==> src/rtl/serial_pad_pkg.sv <==
// Shared constants, count type and helpers for the serial pad emulator.
package serial_pad_pkg;

    localparam int FAMICOM_BITS = 8;
    localparam int SNES_BITS    = 16;
    localparam int MAX_BITS     = 32;
    localparam int MAX_CW       = $clog2(MAX_BITS + 1);

    // Wide enough for any legal frame length; channels truncate to their own width.
    typedef logic [MAX_CW-1:0] pad_count_t;

    function automatic int cnt_width(input int bits);
        return $clog2(bits + 1);
    endfunction

    // Saturating increment: holds once the frame length has been reached.
    function automatic pad_count_t sat_inc(input pad_count_t cnt, input pad_count_t limit);
        return (cnt < limit) ? pad_count_t'(cnt + 1'b1) : cnt;
    endfunction

endpackage

==> src/rtl/sync_edge_detect.sv <==
// Multi-stage synchroniser with registered rise/fall pulses.
// The level output is the edge detector's history flop, so level, rise and fall
// are all aligned to the same clk_sys cycle.
module sync_edge_detect #(
    parameter int STAGES = 2
) (
    input  logic clk_sys,
    input  logic reset_n,
    input  logic raw,
    output logic level,
    output logic rise,
    output logic fall
);

    logic [STAGES-1:0] sync_q;
    logic              prev_q;

    // Synchronise the asynchronous input, then register the edge pulses.
    always_ff @(posedge clk_sys or negedge reset_n) begin
        if (!reset_n) begin
            sync_q <= '0;
            prev_q <= 1'b0;
            rise   <= 1'b0;
            fall   <= 1'b0;
        end else begin
            sync_q <= {sync_q[STAGES-2:0], raw};
            prev_q <= sync_q[STAGES-1];
            rise   <= ~prev_q & sync_q[STAGES-1];
            fall   <= prev_q & ~sync_q[STAGES-1];
        end
    end

    assign level = prev_q;

endmodule

==> src/rtl/serial_pad_emulator.sv <==
// CHANNELS independent 4021-style pad shift registers driven by shared latch/pulse.
module serial_pad_emulator
    import serial_pad_pkg::*;
#(
    parameter int   CHANNELS    = 2,
    parameter int   BITS        = FAMICOM_BITS,
    parameter logic FILL        = 1'b1,
    parameter int   SYNC_STAGES = 2,
    parameter bit   DATA_INVERT = 1'b0
) (
    input  logic                                    clk_sys,
    input  logic                                    reset_n,
    input  logic                                    latch,
    input  logic                                    pulse,
    input  logic [CHANNELS*BITS-1:0]                buttons,
    output logic [CHANNELS-1:0]                     data_out,
    output logic [CHANNELS*cnt_width(BITS)-1:0]     shift_count,
    output logic [CHANNELS-1:0]                     frame_done,
    output logic                                    latch_seen
);

    localparam int CW = cnt_width(BITS);

    logic latch_lvl;
    logic latch_fall;
    logic pulse_lvl;
    logic pulse_rise;
    logic pulse_fall;
    logic unused_edges;

    sync_edge_detect #(.STAGES(SYNC_STAGES)) u_latch_sync (
        .clk_sys (clk_sys),
        .reset_n (reset_n),
        .raw     (latch),
        .level   (latch_lvl),
        .rise    (latch_seen),
        .fall    (latch_fall)
    );

    sync_edge_detect #(.STAGES(SYNC_STAGES)) u_pulse_sync (
        .clk_sys (clk_sys),
        .reset_n (reset_n),
        .raw     (pulse),
        .level   (pulse_lvl),
        .rise    (pulse_rise),
        .fall    (pulse_fall)
    );

    assign unused_edges = ^{latch_fall, pulse_rise, pulse_lvl};

    for (genvar c = 0; c < CHANNELS; c++) begin : g_chan
        logic [BITS-1:0] sreg_q;
        logic [BITS-1:0] shifted;
        logic [CW-1:0]   cnt_q;
        logic            done_q;
        pad_count_t      cnt_inc;

        if (BITS == 1) begin : g_single
            assign shifted = FILL;
        end else begin : g_multi
            assign shifted = {FILL, sreg_q[BITS-1:1]};
        end

        assign cnt_inc = sat_inc(pad_count_t'(cnt_q), pad_count_t'(BITS));

        // Transparent load while latched; otherwise shift on each synchronised pulse fall.
        always_ff @(posedge clk_sys or negedge reset_n) begin
            if (!reset_n) begin
                sreg_q <= {BITS{FILL}};
                cnt_q  <= '0;
                done_q <= 1'b0;
            end else begin
                done_q <= 1'b0;
                if (latch_lvl) begin
                    sreg_q <= buttons[c*BITS +: BITS];
                    cnt_q  <= '0;
                end else if (pulse_fall) begin
                    sreg_q <= shifted;
                    cnt_q  <= CW'(cnt_inc);
                    done_q <= (cnt_q == CW'(BITS - 1));
                end
            end
        end

        assign data_out[c]             = sreg_q[0] ^ DATA_INVERT;
        assign shift_count[c*CW +: CW] = cnt_q;
        assign frame_done[c]           = done_q;
    end

endmodule

==> config.mk <==
export PLATFORM = sky130hd
export DESIGN_NAME = serial_pad_emulator
export DESIGN_NICKNAME = d
export VERILOG_FILES = /design/src/rtl/serial_pad_pkg.sv /design/src/rtl/sync_edge_detect.sv /design/src/rtl/serial_pad_emulator.sv
export SDC_FILE = /design/constraint.sdc
export NUM_CORES = 1
export LEC_CHECK = 0
export ABC_AREA = 1
export CAP_MARGIN = 20
export CORE_MARGIN = 2
export CORE_UTILIZATION = 48
export CTS_CLUSTER_SIZE = 14
export DETAILED_ROUTE_END_ITERATION = 7
export PLACE_DENSITY = 0.77
export SETUP_SLACK_MARGIN = 0.4
export SLEW_MARGIN = 5
export SYNTH_ARGS = -nofsm -noshare
export SYNTH_HDL_FRONTEND = slang
export SYNTH_SLANG_ARGS = --single-unit
==> constraint.sdc <==
create_clock -name clk_sys -period 1.5 [get_ports clk_sys]
set_clock_uncertainty 0.15 [all_clocks]
set_input_delay 0.3 -clock clk_sys [delete_from_list [all_inputs] [get_ports clk_sys]]
set_output_delay 0.3 -clock clk_sys [all_outputs]
set_load 0.02 [all_outputs]
After elaboration in Yosys (flattened, before gate mapping)
Index checks and enable logic that the tools add are counted.
{ "totals": {"regBits": 34, "in_bits": 20, "out_inout_bits": 13, "elab_cells": 41} }
{ "op_classes": {"add_sub_neg": 2, "order_cmp": 2, "eq_ne": 2, "n_mux": 14, "bitwise_logic": 4, "n_reduce_logical": 5} }
{ "ops": {"columns": ["cell", "count"], "rows": [
  ["8-bit two-way mux", 4],
  ["4-bit two-way mux", 6],
  ["4-bit by 1-bit adder with 4-bit output, second input constant", 2],
  ["4-bit by 3-bit == test with 1-bit output, second input constant", 2],
  ["4-bit less-than comparator, second input constant", 2],
  ["2-bit nonzero test", 3],
  ["1-bit two-way mux", 4],
  ["2-bit AND reduction", 2],
  ["1-bit AND", 2],
  ["1-bit NOT", 2]
]} }

Logic depth before layout (Yosys ltp)
Gate-level depths: netlist of run 1.
{ "depth": {"word_depth": 4, "ltp_mapped": 6} }

Modules after synthesis
From an unflattened synthesis of run 1, not the netlist that was laid out.
{ "unflattened": {"hier_cells": 155, "area_unflattened_um2": 1546.5} }
{ "by_module_without_submodules": {"columns": ["module", "n_inst", "cells_each", "area_per_inst_um2", "seq_area_each_um2"], "rows": [
  ["serial_pad_emulator", 1, 137, 1266.2, 670.6],
  ["sync_edge_detect", 2, 9, 140.1, 125.1]
]} }

Worst setup path before layout of run 1
No wires, ideal clock.
{ "synth_path": {"path_type": "register to register", "from": "register g_chan[0].cnt_q[0]", "to": "register g_chan[0].cnt_q[2]", "setup_time_ns": 0.083, "t_arrival_ns": 0.969, "path_slack_ns": 0.299, "stages_incl_launch_ff": 5, "path_buffers": 0, "cell_sequence": "dfrtp_1 ha_1 nand2_1 nand3_1 o21ai_0"} }
{ "synth_between": {"elab_chain_cells": 4} }
{ "synth_rtl": {"columns": ["element", "line", "source"], "rows": [
  ["from (decl)", "serial_pad_emulator.sv:54", "logic [CW-1:0] cnt_q;"],
  ["from (signal assigned)", "serial_pad_emulator.sv:79", "cnt_q <= CW'(cnt_inc);"],
  ["4-bit by 1-bit adder with 4-bit output", "serial_pad_pkg.sv:18", "return (cnt < limit) ? pad_count_t'(cnt + 1'b1) : cnt;"],
  ["4-bit two-way mux", "serial_pad_pkg.sv:18", null],
  ["4-bit two-way mux", "serial_pad_emulator.sv:77", "end else if (pulse_fall) begin"],
  ["4-bit two-way mux", "serial_pad_emulator.sv:74", "if (latch_lvl) begin"]
]} }
Several ways; a longest one is shown, not always the timed one. The select of a mux whose other input is x is not followed.
A chain may end at the register's enable or synchronous reset.

Worst setup path after layout of run 1
{ "layout_path": {"from": "register g_chan[1].sreg_q[0]", "to": "output port data_out[1]"} }
{ "layout_lines": {"columns": ["element", "line", "source"], "rows": [
  ["from (decl)", "serial_pad_emulator.sv:52", "logic [BITS-1:0] sreg_q;"],
  ["from (signal assigned)", "serial_pad_emulator.sv:69", "sreg_q <= {BITS{FILL}};"],
  ["from (signal assigned)", "serial_pad_emulator.sv:75", "sreg_q <= buttons[c*BITS +: BITS];"],
  ["from (signal assigned)", "serial_pad_emulator.sv:78", "sreg_q <= shifted;"],
  ["to (decl)", "serial_pad_emulator.sv:16", "output logic [CHANNELS-1:0] data_out,"]
]} }
No word-level cell between the ends.

==> results of run 1 <==
[cells in the mapped netlist]
cell      count
inv_1        10
o21ai_0       2
inv_2         1
nand3_1      18
dfstp_2      16
buf_2         1
o22ai_1       2
a21oi_1       4
ha_1          2
o211ai_1      2
dfrtp_1      18
inv_4         1
buf_4         6
buf_6         1
o21ai_1       2
nand2_4       1
nand2_1      54
nor2_1        6
nor2_4        1
[flip-flops by register name, summed over array words and instances (netlist names)]
signal,count
g_chan.done_q,2
g_chan.sreg_q,16
u_latch_sync.rise,1
u_latch_sync.sync_q,2
u_pulse_sync.sync_q,2
u_pulse_sync.level,1
u_pulse_sync.fall,1
u_latch_sync.level,1
g_chan.cnt_q,8
[placed cells by master (no fill, tap or decap)]
master           synthesis  layout
nand2_1                 54      36
o211ai_1                 2       2
nand3_2                  0      14
dfstp_2                 16      16
nand3_1                 18       4
o22ai_2                  0       1
a21oi_2                  0       2
dfrtp_1                 18      13
nand2_2                  0       7
inv_1                   10       7
clkdlybuf4s50_1          0      19
nor2_1                   6       2
o21ai_2                  0       3
o21ai_1                  2       1
clkbuf_4                 0       5
inv_4                    1       1
buf_12                   0       3
o22ai_4                  0       1
ha_4                     0       2
buf_4                    6      10
nor2_2                   0       4
clkinvlp_4               0       3
clkinv_8                 0       1
a21oi_4                  0       2
buf_8                    0       1
dfrtp_2                  0       5
nor2_4                   1       1
nand2_4                  1      12
bufinv_16                0       1
inv_2                    1       2
buf_6                    1      26
[area by class of cell]
class,instances,area [sq um]
sequential,34,877
fill,118,389
clock inverter,3,45.0
tap,31,38.8
inverter,12,63.8
timing repair buffer,59,633
clock buffer,5,37.5
multi-input combinational,94,697
[cells by family after synthesis]
family | count (synthesis) | synth area share [%]
and+or+nand+nor | 80 | 24.0
DFF | 34 | 61.8
buffers and inverters | 20 | 7.72
AOI/OAI and AO/OA | 12 | 4.79
adders and majority gates | 2 | 1.77
[power breakdown]
part | internal (uW) | leakage (uW) | switching, uW | total, uW
logic | 188 | 0.000713 | 174 | 362
registers | 1010 | 0.000394 | 57.2 | 1070
clock network | 350 | 0.0000374 | 344 | 694
total | 1550 | 0.00114 | 575 | 2130
[per-stage QoR]
stage          utilization, %  std cells  instance area (sq um)
4_1_cts                  81.3        234                   2260
3_5_place_dp             65.6        212                   1830
6_report                 86.0        238                   2390
5_1_grt                  86.0        238                   2390
3_3_place_gp             65.6        212                   1830
2_1_floorplan               -        148                   1450
[path summary, 6_finish.rpt]
check                                    endpoint  slack, ns  cells past startpoint
hold / removal                 g_chan[0].cnt_q[1]       0.14                      2
min in group clk_sys       u_latch_sync.sync_q[1]       0.22                      0
setup reg to reg              g_chan[1].sreg_q[6]       0.18                      5
setup / recovery                      data_out[1]       0.04                      1
max in group asynchronous     g_chan[1].sreg_q[5]       0.78                      2
hold reg to reg            u_latch_sync.sync_q[1]       0.22                      0
[layer usage]
layer	up-vias	part of all wire, %	global-route usage (%)
li1	581	-	-
met1	630	39	27.2
met2	43	55	41.1
met3	10	3.9	4.24
met4	0	1.8	6.64
met5	-	0	0
[repair_timing]
item,in CTS,in global routing
resized for setup,134,25
buffers inserted,14,4
hold buffers,0,0
endpoints found under the setup margin,37,40
pin swaps,8,12
endpoints found under the hold margin,0,0
==> reports/results.ini, run 1 <==
[outcome]
outcome = finished, final reports clean

[final_layout]
syn_to_final_growth_pct = 69.7
antenna_cells = 0
drive_gt1_share_pct = 59.4
nNetsFinal = 228

[sta]
min_period_ns = 1.46
finalSetupTns_ns = 0
fmax_ghz = 0.686
worstMarginPinSlew_ns = 0.224
hold_viol = 0
worst_slack_ns = 0.0426
slew_violations = 0
rsz0062_at_grt = true
report.final.setup_viol = 0
fin_crit_sh_pct = 97.2
slew-limit-headroom_pct = 85.0
hold_slack_ns = 0.145

[global_routing]
grtUsageTotal_pct = 22.6
grt_pass1_wl_um = 5760
grt_remaining_overflow = 0
antenna_found_initial = 0
grt_pass1_vias = 1327
grt_max_degree = 35

[clocking]
cts_buffers = 5
cts_max_level = 2
cts_tree = yes
clockRootBuffer = clkbuf_4
clk_pin_slew_ns = 0.13
clock-sinks = 34
cts_buffer_depth = 2
clock_latency_ns = 0.35

[setup_path]
critPathLaunchType = flip-flop
cp_slowest_cell = dfstp_2
cp.required_ns = 1.05
timing.rr.start = u_latch_sync.level
worstPathMaxFanout = 2
crit_chain = buf_6
path_class = flip-flop to output pin
cpPeakStageDelay_ns = 0.56
startpoint = g_chan[1].sreg_q[0]
crit_family = flip-flops
path_buf_inv = 1
cp-end-kind = output pin
arrival_ns = 1.01

[min_path]
hp-class = primary input to asynchronous set/reset pin

[floorplanning]
start_util_pct = 50.7
coreArea_sq_mm = 0.00278
die_area_sq_mm = 0.00339
rows = 19
ios = 33
dieWidth_um = 58.2
die_h_um = 58.2

[yosys]
synthCells = 148
syn-num-nets = 170
syn_area_sq_mm = 0.00141
syn_area_per_cell_sq_um = 9.53
ys_ff_latch = 34
yosysWarnings = 0
synth_cell_types = 19
yosys-top-cells-area = dfrtp_1 32%, dfstp_2 30%, nand2_1 14%, nand3_1 6.4%, buf_4 3.2%
synth_top_area_cell = dfrtp_1
synth_top_area_share_pct = 31.9
ys_seq_area_share_pct = 61.8

[drt]
vias = 1264
firstDrtPassIters = 4
drc = 0
drtIter0Drc = 57
routed_wl_um = 4090
detail_route.wl_per_cell_um = 17.2
routed_via_density = 5.31
postRouteAntennaNets = 0

[place]
pre_cts_ws_ns = -0.0552
portBuffers = 32
dp.final_hpwl_um = 2000
place_congestion = 0.739

[job]
max_cap_viol_count = 0

[power_and_ir_drop]
leakage_uw = 0.00114
vdd_drop_max_mv = 1.14
power_uw = 2130
powerDensity_mw_per_mm2 = 890

No activity file was read; power rests on OpenSTA's default activity.
==> run 2, diff against run 1 <==
HOLD_SLACK_MARGIN = 0.02   (was unset)
TNS_END_PERCENT = 20   (was unset)
==> reports/results.ini, run 2 (synthesis gave the netlist of run 1 again) <==
[global_routing]
grtUsageTotal_pct = 18.7  ; -3.9 points
use_met3_pct = 5.36  ; +1.1 points
antenna_found_initial = 0  ; unchanged
grt_max_degree = 35  ; unchanged
grt_use_met1_pct = 21.8  ; -5.5 points
grt_pass1_wl_um = 4680  ; -19%
grtUsageMet2_pct = 32.8  ; -8.3 points
grt_pass1_vias = 1099  ; -17%
busiest_layer = met2
grt_remaining_overflow = 0  ; unchanged

[setup_path]
cp-end-kind = output pin
cp.required_ns = 1.05  ; about the same
crit_chain = buf_6
path_buf_inv = 1  ; unchanged
path_class = flip-flop to output pin
cpPeakStageDelay_ns = 0.55  ; about the same
critPathLaunchType = flip-flop
worstPathMaxFanout = 2  ; unchanged
arrival_ns = 0.99  ; -0.02 ns
cp_slowest_cell = dfstp_2
startpoint = g_chan[0].sreg_q[0]
crit_family = flip-flops
timing.rr.start = u_latch_sync.level
ff2ff_setup_slack_ns = 0.21  ; +0.03 ns

[floorplanning]
die_area_sq_mm = 0.00339  ; unchanged
rows = 19  ; unchanged
coreArea_sq_mm = 0.00278  ; unchanged
dieWidth_um = 58.2  ; unchanged
die_h_um = 58.2  ; unchanged
ios = 33  ; unchanged
start_util_pct = 50.7  ; unchanged

[clocking]
clockRootBuffer = clkbuf_4
clk_pin_slew_ns = 0.09  ; -0.04 ns
clock-sinks = 34  ; unchanged
cts_hold_buf = 0  ; unchanged
cts_max_level = 2  ; unchanged
cts_buffer_depth = 2  ; unchanged
clock_latency_ns = 0.33  ; -0.02 ns
cts_tree = yes
cts_buffers = 5  ; unchanged

[final_layout]
syn_to_final_growth_pct = 34.3
mostFrequentLayoutCell = nand2_1
drive_gt1_share_pct = 30.9  ; -29 points
regArea_sq_um = 876  ; -0.14%
nNetsFinal = 212  ; -7.0%
fill_cells = 215  ; +82%
antenna_cells = 0  ; unchanged
largest_reg_flops = 16  ; unchanged
regMostFlops = g_chan.sreg_q
multi_input_area_sq_um = 453  ; -35%
final_cell_mix = 54 x nand2_1, 19 x clkdlybuf4s50_1, 18 x nand3_1
top_regs = g_chan.sreg_q (16), g_chan.cnt_q (8)

[place]
dp.final_hpwl_um = 1990  ; -0.81%
portBuffers = 32  ; unchanged
pre_cts_ws_ns = -0.0547  ; +0.000540 ns
place_congestion = 0.740  ; about the same

[drt]
detail_route.wl_per_cell_um = 12.6  ; -27%
postRouteAntennaNets = 0  ; unchanged
drtIter0Drc = 43  ; -25%
firstDrtPassIters = 4  ; unchanged
drc = 0  ; unchanged
vias = 1125  ; -11%
routed_via_density = 5.07  ; -4.6%
routed_wl_um = 2790  ; -32%

[outcome]
outcome = finished, final reports clean

[min_path]
hp-class = primary input to asynchronous set/reset pin

[sta]
hold_viol = 0  ; unchanged
slew_violations = 0  ; unchanged
worst_slack_ns = 0.0628  ; +0.0202 ns
min_period_ns = 1.44  ; -0.0202 ns
worstMarginPinSlew_ns = 0.361  ; +0.137 ns
slew-limit-headroom_pct = 75.9  ; -9.1 points
rsz0062_at_grt = true
fmax_ghz = 0.696  ; +1.4%
fin_crit_sh_pct = 95.8  ; -1.3 points
report.final.setup_viol = 0  ; unchanged

[power_and_ir_drop]
pwr-share-comb_pct = 13.5  ; -3.5 points
power_uw = 1810  ; -15%
p_seq_share_pct = 57.9  ; +7.5 points
switching_share_pct = 24.8  ; -2.3 points
vdd_drop_max_mv = 0.732  ; -36%
switching_power_uw = 449  ; -22%
leakage_uw = 0.000882  ; -23%
powerDensity_mw_per_mm2 = 957  ; +7.5%
p_int_uw = 1360  ; -12%
clkPwrFrac_pct = 28.6  ; -4.0 points

[job]
max_cap_viol_count = 0  ; unchanged

run 2: cell types whose count changed in the layout (fill, tap and decap cells not counted), moves of 7 or more:
cell	previous run	this run
nand2_4	12	1
nand2_1	36	54
nand2_2	7	0
nand3_1	4	18
buf_6	26	11
nand3_2	14	0
run 2: per-stage QoR:
| step | hold WS, ns | area, sq um | instances | util [%] | TNS [ns] |
|---|---|---|---|---|---|
| 2_1_floorplan | -0.146 | 1440 | 148 | - | 0 |
| 4_1_cts | 0.195 | 1890 | 222 | 68.0 | 0 |
| 6_report | 0.188 | 1890 | 222 | 68.1 | 0 |
| 3_5_place_dp | 0.188 | 1810 | 211 | 65.0 | -0.108 |
| 5_1_grt | 0.189 | 1890 | 222 | 68.1 | 0 |
| 3_3_place_gp | 0.185 | 1810 | 211 | 65.0 | -0.0922 |
run 2: path summary, 6_finish.rpt:
path	endpoint	cells after the start
max	data_out[0]	1
min	g_chan[1].cnt_q[2]	2
max reg2reg	g_chan[1].cnt_q[0]	5
min reg2reg	u_latch_sync.sync_q[1]	0
max in group asynchronous	g_chan[0].sreg_q[7]	2
min in group clk_sys	u_latch_sync.sync_q[1]	0
run 2: what timing repair did:
| item | CTS | global route |
|---|---|---|
| setup buffers | 3 | 0 |
| resized for setup | 60 | 14 |
| pin swaps | 0 | 0 |
| endpoints found under the setup margin | 37 | 39 |
run 2: layer usage:
metal	part of all wire, %	vias to the layer above
met5	0	-
met4	1.4	0
li1	-	550
met2	52	20
met3	4.3	4
met1	42	551
run 2: area by class of cell:
| type | instances | share of cell area [%] |
|---|---|---|
| Clock buffer | 7 | 2.91 |
| Clock inverter | 1 | 0.264 |
| Inverter | 12 | 2.51 |
| Multi-Input combinational cell | 94 | 23.9 |
| Sequential cell | 34 | 46.2 |
| Tap cell | 31 | 2.05 |
| Timing Repair Buffer | 43 | 22.1 |
run 2: power groups by stage:
| stage | combinational [uW] | sequential (uW) | clock, uW |
|---|---|---|---|
| 2_1_floorplan | 109 | 1070 | 0 |
| 3_3_place_gp | 234 | 1060 | 0 |
| 3_5_place_dp | 241 | 1060 | 0 |
| 4_1_cts | 247 | 1050 | 531 |
| 5_1_grt | 271 | 1060 | 571 |
| 6_report | 244 | 1050 | 519 |
==> run 3, diff against run 2 <==
REMOVE_ABC_BUFFERS = 1   (was unset)
==> reports/results.ini, run 3 (synthesis gave the netlist of run 1 again) <==
[global_routing]
antenna_found_initial = 0  ; unchanged
grt_pass1_vias = 1168  ; +6.3%
grt_remaining_overflow = 0  ; unchanged
grt_pass1_wl_um = 4810  ; +2.8%
grtUsageTotal_pct = 19.2  ; +0.52 points
grt_max_degree = 35  ; unchanged

[floorplanning]
die_area_sq_mm = 0.00339  ; unchanged
ios = 33  ; unchanged
start_util_pct = 50.7  ; unchanged
die_h_um = 58.2  ; unchanged
coreArea_sq_mm = 0.00278  ; unchanged
dieWidth_um = 58.2  ; unchanged
rows = 19  ; unchanged

[setup_path]
crit_family = flip-flops
path_buf_inv = 1  ; unchanged
cp_slowest_cell = dfstp_2
cp-end-kind = output pin
cpPeakStageDelay_ns = 0.55  ; about the same
worstPathMaxFanout = 2  ; unchanged
path_class = flip-flop to output pin
cp.required_ns = 1.05  ; about the same
critPathLaunchType = flip-flop
arrival_ns = 0.99  ; about the same
crit_chain = buf_6

[place]
place_congestion = 0.779  ; +5.3%
dp.final_hpwl_um = 2030  ; +2.3%
place_inst = 210  ; -0.47%
pre_cts_ws_ns = -0.0612  ; -0.00647 ns
portBuffers = 32  ; unchanged
dpl-instance-area_sq_mm = 0.00177  ; -1.9%

[sta]
worstMarginPinSlew_ns = 0.374  ; +0.0134 ns
fin_crit_sh_pct = 95.8  ; about the same
hold_viol = 0  ; unchanged
slew-limit-headroom_pct = 75.0  ; -0.89 points
fmax_ghz = 0.696  ; about the same
worst_slack_ns = 0.0631  ; +0.000340 ns
finalSetupTns_ns = 0  ; unchanged
report.final.setup_viol = 0  ; unchanged
slew_violations = 0  ; unchanged
min_period_ns = 1.44  ; -0.000340 ns
rsz0062_at_grt = true

[power_and_ir_drop]
clkPwrFrac_pct = 32.0  ; +3.4 points
vdd_drop_max_mv = 0.968  ; +32%
leakage_uw = 0.000901  ; +2.1%
powerDensity_mw_per_mm2 = 998  ; +4.4%
p_int_uw = 1450  ; +6.6%
pwr-share-comb_pct = 12.8  ; -0.7 points
p_seq_share_pct = 55.2  ; -2.7 points
switching_power_uw = 445  ; -0.89%
switching_share_pct = 23.5  ; -1.3 points

[clocking]
cts_buffer_depth = 2  ; unchanged
clock-sinks = 34  ; unchanged
clockRootBuffer = clkbuf_4
cts_buffers = 5  ; unchanged
cts_tree = yes
clock_latency_ns = 0.32  ; about the same
cts_max_level = 2  ; unchanged
clk_pin_slew_ns = 0.10  ; about the same

[final_layout]
top_regs = g_chan.sreg_q (16), g_chan.cnt_q (8)
layoutNonFillerInstCount = 222  ; unchanged
antenna_cells = 0  ; unchanged
nNetsFinal = 212  ; unchanged
drive_gt1_share_pct = 27.2  ; -3.7 points
syn_to_final_growth_pct = 34.8
largest_reg_flops = 16  ; unchanged
final_area_sq_mm = 0.00190  ; +0.33%
mostFrequentLayoutCell = nand2_1
final_cell_mix = 54 x nand2_1, 19 x clkdlybuf4s50_1, 18 x nand3_1, 18 x dfrtp_1, 16 x dfstp_2
regMostFlops = g_chan.sreg_q

[drt]
routed_wl_um = 2920  ; +4.8%
routed_via_density = 5.05  ; -0.36%
postRouteAntennaNets = 0  ; unchanged
drtIter0Drc = 27  ; -37%
firstDrtPassIters = 4  ; unchanged
detail_route.wl_per_cell_um = 13.2  ; +4.8%
drc = 0  ; unchanged
vias = 1121  ; -0.36%

[min_path]
hp-class = primary input to asynchronous set/reset pin

[job]
max_cap_viol_count = 0  ; unchanged

[outcome]
outcome = finished, final reports clean

[run 3: layout make-up]
type                            instances  area [sq um]
Sequential cell                        34           871
Tap cell                               31          38.8
Timing Repair Buffer                   43           430
Clock buffer                            8          78.8
Inverter                               12          47.5
Multi-Input combinational cell         94           434
Fill cell                             210           881
[run 3: worst paths after layout]
check	from	to	slack [ns]	depth (start not counted)
max	g_chan[1].sreg_q[0]	data_out[1]	0.06	1
min	reset_n	g_chan[0].cnt_q[0]	0.19	2
max reg2reg	u_latch_sync.level	g_chan[1].cnt_q[2]	0.15	4
min reg2reg	u_pulse_sync.sync_q[0]	u_pulse_sync.sync_q[1]	0.22	0
max in group asynchronous	reset_n	g_chan[0].sreg_q[4]	0.76	2
min in group clk_sys	u_pulse_sync.sync_q[0]	u_pulse_sync.sync_q[1]	0.22	0
[run 3: stage by stage]
stage | total power [uW] | hold slack [ns] | util, %
after global placement | 1290 | 0.186 | 63.7
after CTS | 1910 | 0.195 | 67.5
after detailed placement | 1300 | 0.187 | 63.7
final | 1900 | 0.187 | 68.3
after global routing | 1980 | 0.209 | 68.3
after floorplan | 1160 | -0.146 | -
[run 3: metal layers]
layer  wire length (um)  GRT usage, %  vias to the layer above  part of all wire [%]
met1               1160          21.6                      545                    40
li1                   -             -                      549                     -
met3                120          5.13                        6                   4.1
met2               1590          33.8                       21                    54
met4                 45          9.30                        0                   1.5
met5                  0             0                        -                     0
[run 3: power groups by stage]
| stage | logic (uW) | clock network, uW | registers, uW |
|---|---|---|---|
| global route | 267 | 653 | 1060 |
| CTS | 245 | 618 | 1050 |
| global placement | 228 | 0 | 1060 |
| finish | 242 | 608 | 1050 |
| floorplan | 77.4 | 0 | 1080 |
| detailed placement | 238 | 0 | 1060 |
[run 3: what timing repair did]
action	in CTS	in global routing
hold buffers	0	0
endpoints found under the setup margin	37	37
gates resized for setup	56	17
setup buffers	2	2
